**config.mk**
```make
export PLATFORM = sky130hd
export DESIGN_NAME = fir_coef_seq
export DESIGN_NICKNAME = d
export VERILOG_FILES = /design/src/rtl/fir_coef_seq.sv
export SDC_FILE = /design/constraint.sdc
export NUM_CORES = 1
export LEC_CHECK = 0
export CORE_MARGIN = 2
export CORE_UTILIZATION = 52
export CTS_CLUSTER_SIZE = 40
export DETAILED_ROUTE_END_ITERATION = 7
export PLACE_DENSITY = 0.95
export RECOVER_POWER = 100
export SLEW_MARGIN = 15
export SYNTH_ARGS = -nofsm -noshare
export SYNTH_HDL_FRONTEND = slang
export SYNTH_SLANG_ARGS = --single-unit
```
**constraint.sdc**
```tcl
create_clock -name clk -period 4.5 [get_ports clk]
set_input_delay 0.45 -clock clk [delete_from_list [all_inputs] [get_ports clk]]
set_output_delay 0.45 -clock clk [all_outputs]
set_load 0.02 [all_outputs]
```
**src/rtl/fir_coef_seq.sv**
```systemverilog
// rtl/fir_coef_seq.sv - FIR coefficient load/commit sequencer
//
// Purpose:
//   Accepts one coefficient set over a valid/ready stream and writes it tap by
//   tap into the FIR shadow ("mirror") registers. It then waits for the next
//   FIR input sample strobe and issues a single commit pulse, so that the
//   active taps change between samples and never part-way through one.
//   A stall on the stream longer than TIMEOUT cycles abandons the load and
//   raises a sticky error.
//
// Optional feature:
//   `define FIR_COEF_SEQ_SYM_EN  -> symmetric loading. The stream carries
//   ORDER/2+1 beats. Beat k writes tap k and then tap ORDER-k in the next cycle.
//   The stream is held off (s_ready=0) while the mirrored write goes out.
//
// Ports:
//   clk, resetn          clock, asynchronous active-low reset
//   start                begin loading a set (honoured only when idle)
//   s_valid/s_ready      coefficient stream handshake, s_data = coefficient,
//                        tap 0 first
//   sample_valid         FIR sample strobe; the commit lines up with it
//   coef_wr/addr/data    registered one-cycle tap write to the mirror
//   coef_mirr            one-cycle commit of the mirror to the active taps
//   busy                 sequence in progress
//   done                 one-cycle strobe, coincident with coef_mirr
//   err                  sticky timeout flag, cleared by the next start

module fir_coef_seq #(
  parameter int ORDER      = 8,
  parameter int WIDTH_COEF = 16,
  parameter int TIMEOUT    = 1024,
  parameter int ADDR_W     = $clog2(ORDER + 1)
) (
  input  logic                  clk,
  input  logic                  resetn,
  input  logic                  start,
  input  logic                  s_valid,
  output logic                  s_ready,
  input  logic [WIDTH_COEF-1:0] s_data,
  input  logic                  sample_valid,
  output logic                  coef_wr,
  output logic [ADDR_W-1:0]     coef_addr,
  output logic [WIDTH_COEF-1:0] coef_data,
  output logic                  coef_mirr,
  output logic                  busy,
  output logic                  done,
  output logic                  err
);

  typedef enum logic [1:0] {
    IDLE        = 2'd0,
    LOAD        = 2'd1,
    WAIT_COMMIT = 2'd2,
    COMMIT      = 2'd3
  } state_e;

  // The timeout counter only ever needs to reach TIMEOUT-1.
  localparam int TO_W = (TIMEOUT > 1) ? $clog2(TIMEOUT + 1) : 1;
  localparam logic [TO_W-1:0] TO_LAST = TO_W'((TIMEOUT > 0) ? TIMEOUT - 1 : 0);

`ifdef FIR_COEF_SEQ_SYM_EN
  localparam logic [ADDR_W-1:0] ORDER_IDX = ADDR_W'(ORDER);
  localparam logic [ADDR_W-1:0] LAST_IDX  = ADDR_W'(ORDER / 2);
`else
  localparam logic [ADDR_W-1:0] LAST_IDX  = ADDR_W'(ORDER);
`endif

  state_e                state_q, state_d;
  logic [ADDR_W-1:0]     tap_cnt_q, tap_cnt_d;
  logic [TO_W-1:0]       to_cnt_q, to_cnt_d;
  logic                  err_q, err_d;
  logic                  wr_q, wr_d;
  logic [ADDR_W-1:0]     addr_q, addr_d;
  logic [WIDTH_COEF-1:0] data_q, data_d;
  logic                  mirr_q, mirr_d;
  logic                  done_q, done_d;
  logic                  accept;

`ifdef FIR_COEF_SEQ_SYM_EN
  // Set for the cycle in which the mirrored half of a tap pair is written.
  logic                  pend_q, pend_d;

  assign s_ready = (state_q == LOAD) && !pend_q;
`else
  assign s_ready = (state_q == LOAD);
`endif

  assign accept = s_valid && s_ready;

  always_comb begin
    state_d   = state_q;
    tap_cnt_d = tap_cnt_q;
    to_cnt_d  = to_cnt_q;
    err_d     = err_q;
    wr_d      = 1'b0;
    addr_d    = addr_q;
    data_d    = data_q;
    mirr_d    = 1'b0;
    done_d    = 1'b0;
`ifdef FIR_COEF_SEQ_SYM_EN
    pend_d    = 1'b0;
`endif

    unique case (state_q)
      IDLE: begin
        if (start) begin
          state_d   = LOAD;
          tap_cnt_d = '0;
          to_cnt_d  = '0;
          err_d     = 1'b0;
        end
      end

      LOAD: begin
`ifdef FIR_COEF_SEQ_SYM_EN
        if (pend_q) begin
          // Second write of the pair: same value, tap ORDER-k. data_q still
          // holds the value from the primary write.
          wr_d   = 1'b1;
          addr_d = ORDER_IDX - addr_q;
          if (addr_q == LAST_IDX) begin
            state_d = WAIT_COMMIT;
          end
        end else if (accept) begin
          wr_d   = 1'b1;
          addr_d = tap_cnt_q;
          data_d = s_data;
          // The centre tap of an even-order filter is its own mirror.
          pend_d = (tap_cnt_q != ORDER_IDX - tap_cnt_q);
          if (tap_cnt_q == LAST_IDX) begin
            if (tap_cnt_q == ORDER_IDX - tap_cnt_q) begin
              state_d = WAIT_COMMIT;
            end
          end else begin
            tap_cnt_d = tap_cnt_q + 1'b1;
          end
        end
`else
        if (accept) begin
          wr_d   = 1'b1;
          addr_d = tap_cnt_q;
          data_d = s_data;
          // Hold at the last index instead of wrapping.
          if (tap_cnt_q == LAST_IDX) begin
            state_d = WAIT_COMMIT;
          end else begin
            tap_cnt_d = tap_cnt_q + 1'b1;
          end
        end
`endif
        // Count consecutive idle stream cycles. An accepted beat always has
        // s_valid high, so it cannot coincide with a timeout.
        if (s_valid) begin
          to_cnt_d = '0;
        end else if (TIMEOUT > 0) begin
          if (to_cnt_q == TO_LAST) begin
            state_d = IDLE;
            err_d   = 1'b1;
          end else begin
            to_cnt_d = to_cnt_q + 1'b1;
          end
        end
      end

      WAIT_COMMIT: begin
        if (sample_valid) begin
          state_d = COMMIT;
          mirr_d  = 1'b1;
          done_d  = 1'b1;
        end
      end

      COMMIT: begin
        state_d = IDLE;
      end

      default: begin
        state_d = IDLE;
      end
    endcase
  end

  always_ff @(posedge clk or negedge resetn) begin
    if (!resetn) begin
      state_q   <= IDLE;
      tap_cnt_q <= '0;
      to_cnt_q  <= '0;
      err_q     <= 1'b0;
      wr_q      <= 1'b0;
      addr_q    <= '0;
      data_q    <= '0;
      mirr_q    <= 1'b0;
      done_q    <= 1'b0;
`ifdef FIR_COEF_SEQ_SYM_EN
      pend_q    <= 1'b0;
`endif
    end else begin
      state_q   <= state_d;
      tap_cnt_q <= tap_cnt_d;
      to_cnt_q  <= to_cnt_d;
      err_q     <= err_d;
      wr_q      <= wr_d;
      addr_q    <= addr_d;
      data_q    <= data_d;
      mirr_q    <= mirr_d;
      done_q    <= done_d;
`ifdef FIR_COEF_SEQ_SYM_EN
      pend_q    <= pend_d;
`endif
    end
  end

  assign coef_wr   = wr_q;
  assign coef_addr = addr_q;
  assign coef_data = data_q;
  assign coef_mirr = mirr_q;
  assign done      = done_q;
  assign err       = err_q;
  assign busy      = (state_q != IDLE);

endmodule

```
==> impl_metrics.toml <==
[run_status]
status = "finished, violations left"
violations = "max-capacitance violations, max-slew violations"

[timing]
setup_violations = 0
rsz0062_at_grt = "false"
timing.fmax_mhz = 421
skew_ns = 0.0103
finalHoldViolCount = 0
min_period_ns = 2.37
fin_setup_tns_ns = 0
tightestPinTransition_ns = 2.01
slew_headroom_pct = -33.8
post-route-period-util_pct = 52.7
slew_viol_final = 41

[power_and_ir_drop]
powerDensity_nw_per_um2 = 548
p_leak_uw = 0.00101
p_total_uw = 1310
ir_worst_vdd_v = 0.000352

[clock_tree]
clock_path_buffers = 2
cts-buffers-inserted = 5
cts_resized = 0
cts.clk_slew.worst_paths_ns = 0.13
postCtsSetupBuffers = 0
cts-root-buf = "clkbuf_4"
cts_hold_buf = 0
cts_sinks = 40
clk_latency_ns = 0.36
tritoncts = "done"
cts.htree.levels = 2

[final_layout]
regArea_um2 = 1000
insertedDiodeCount = 0
final_cells = 253
area_delta_synth_final_pct = 30.3
multi_input_comb_area_um2 = 768
final_core_util_pct = 70.9
fillers = 251
final_layout_size_suffix_gt1_share_pct = 15.0
finish.instance_area_um2 = 2380
finalNetCount = 230

[worst_setup_path]
start_kind = "input port"
cp-end-kind = "flip-flop"
r2r_slack_ns = 2.33
critical_path_class = "input port to flip-flop"
worstPathArrival_ns = 2.65
cp.required_ns = 4.78
worstPathMaxFanout = 19

[routing]
route.detailed.drc = 0
drt-initial-drc-count = 62
via_count = 1391
drt_wl_total_um = 3900
ant_nets = 0
dr.pass1.iters = 4
via_per_inst = 5.50
wire_per_inst_um = 15.4

[place]
dp.final_hpwl_um = 2870
dpl_cell_area_um2 = 2300
placed_cells = 245
port_buffers = 46
gp_congestion = 0.904

[global_route]
grt_pass1_vias = 1346
grt_max_degree = 41
grt_first_pass_wirelength_um = 6360
antenna_found_initial = 0
overflow = 0
grt_usage_pct = 21.0

[die]
die_area_um2 = 4010
ios = 47
die_h_um = 63.3
core-area_um2 = 3360
rows = 21
initial_core_util_pct = 54.4
die_w_um = 63.3

[yosys]
synth_fp_nets = 183
ys_warn_count = 0
synth_cell_types = 37
syn_avg_cell_area_um2 = 11.5
ys_seq_area_share_pct = 54.7
synthesis.area_um2 = 1830
syn_inst = 159
ys_seq_elements = 40

[flow_run]
cap_violations = 1

[worst_hold_path]
min_path_type = "flip-flop to flip-flop"
==> per-stage QoR <==
stage	setup WS, ns	hold slack (ns)
after floorplan	2.78	0.154
after CTS	2.28	0.217
after detailed placement	1.98	0.495
final	2.13	0.517
after global placement	2.06	0.487
after global routing	1.99	0.535
==> worst max-delay path, stage by stage <==
cell	delay, ns
dlygate4sd3_1	0.61
or3b_1	0.44
nor4_4	0.72
o21ai_0	0.24
a21oi_1	0.19
==> state kept, by name, summed over array words and instances, names as in the netlist, named ones only <==
| name | count |
|---|---|
| coef_wr | 1 |
| state_q | 1 |
| coef_data | 16 |
| err | 1 |
| done | 1 |
| tap_cnt_q | 4 |
| coef_addr | 4 |
| to_cnt_q | 11 |
==> cells in the mapped netlist <==
cell type	number	area, µm²
dfrtp_1	40	1000
mux2_2	20	225
nand2_1	12	45.0
nand3_1	10	50.1
nor2_1	9	33.8
a21oi_1	8	40.0
o21ai_0	8	40.0
inv_1	5	18.8
or4_1	5	37.5
o31ai_1	4	30.0
ha_1	3	37.5
nand4_1	3	18.8
or3_1	3	18.8
buf_4	2	15.0
clkbuf_1	2	7.51
nand2b_1	2	12.5
nand4b_1	2	17.5
xor2_1	2	17.5
a21boi_0	1	7.51
and2_1	1	6.26
and3_1	1	6.26
and3b_1	1	8.76
buf_2	1	5.00
buf_6	1	11.3
mux2i_1	1	10.0
nand3b_1	1	7.51
nor2b_1	1	6.26
nor3_1	1	5.00
nor4_1	1	6.26
nor4_4	1	21.3
o211ai_1	1	7.51
o21ba_2	1	10.0
o21bai_1	1	7.51
o22ai_1	1	6.26
o41ai_1	1	8.76
or3b_4	1	11.3
or4b_2	1	10.0
==> per-layer routing <==
metal,track usage [%],wire [µm]
met1,25.4,1650
met2,36.0,1990
met3,5.18,172
met4,8.70,87
met5,0,0
==> layout make-up <==
type	count	area share, %
Clock inverter	3	1.94
Multi-Input combinational cell	108	32.2
Tap cell	46	2.41
Timing Repair Buffer	46	19.1
Inverter	5	0.787
Sequential cell	40	42.0
Clock buffer	5	1.57
==> final timing paths <==
| check | start | endpoint | cells after the start |
|---|---|---|---|
| setup / recovery | s_valid | to_cnt_q[2] | 5 |
| hold / removal | coef_data[9] | coef_data[9] | 1 |
| setup reg to reg | flip-flop | to_cnt_q[2] | 4 |
| hold reg to reg | coef_data[9] | coef_data[9] | 1 |
| max in group asynchronous | resetn | coef_data[1] | 1 |
| min in group asynchronous | resetn | to_cnt_q[7] | 1 |
==> cell usage in the layout, fill, tap and decap left out, drive strengths merged, types with 2 or more instances in the layout <==
| master | n |
|---|---|
| o21ai | 8 |
| clkbuf | 6 |
| ha | 3 |
| dlygate4sd3 | 27 |
| inv | 6 |
| o31ai | 4 |
| nand4 | 3 |
| nand4b | 2 |
| nor4 | 2 |
| dfrtp | 40 |
| mux2 | 20 |
| nand2b | 2 |
| nor2 | 9 |
| or3 | 3 |
| clkdlybuf4s50 | 18 |
| nand3 | 10 |
| xor2 | 2 |
| or4 | 5 |
| nand2 | 12 |
| a21oi | 8 |
==> cell families (layout without fill, tap and decap cells) <==
group           Yosys count  count (layout)  share of synthesized area (%)
simple gates             56              56                           17.6
flops                    40              40                           54.7
compound gates           26              26                           8.62
mux                      21              21                           12.9
buf+inv                  11              59                           3.15
fa+ha+maj                 3               3                           2.05
xor+xnor                  2               2                          0.958
==> power breakdown <==
| part | internal [µW] | leakage [µW] | switching (µW) |
|---|---|---|---|
| Combinational | 246 | 0.000460 | 271 |
| Sequential | 465 | 0.000504 | 81.0 |
| Clock | 119 | 0.0000418 | 125 |
Power figures use the tool's default switching activity.
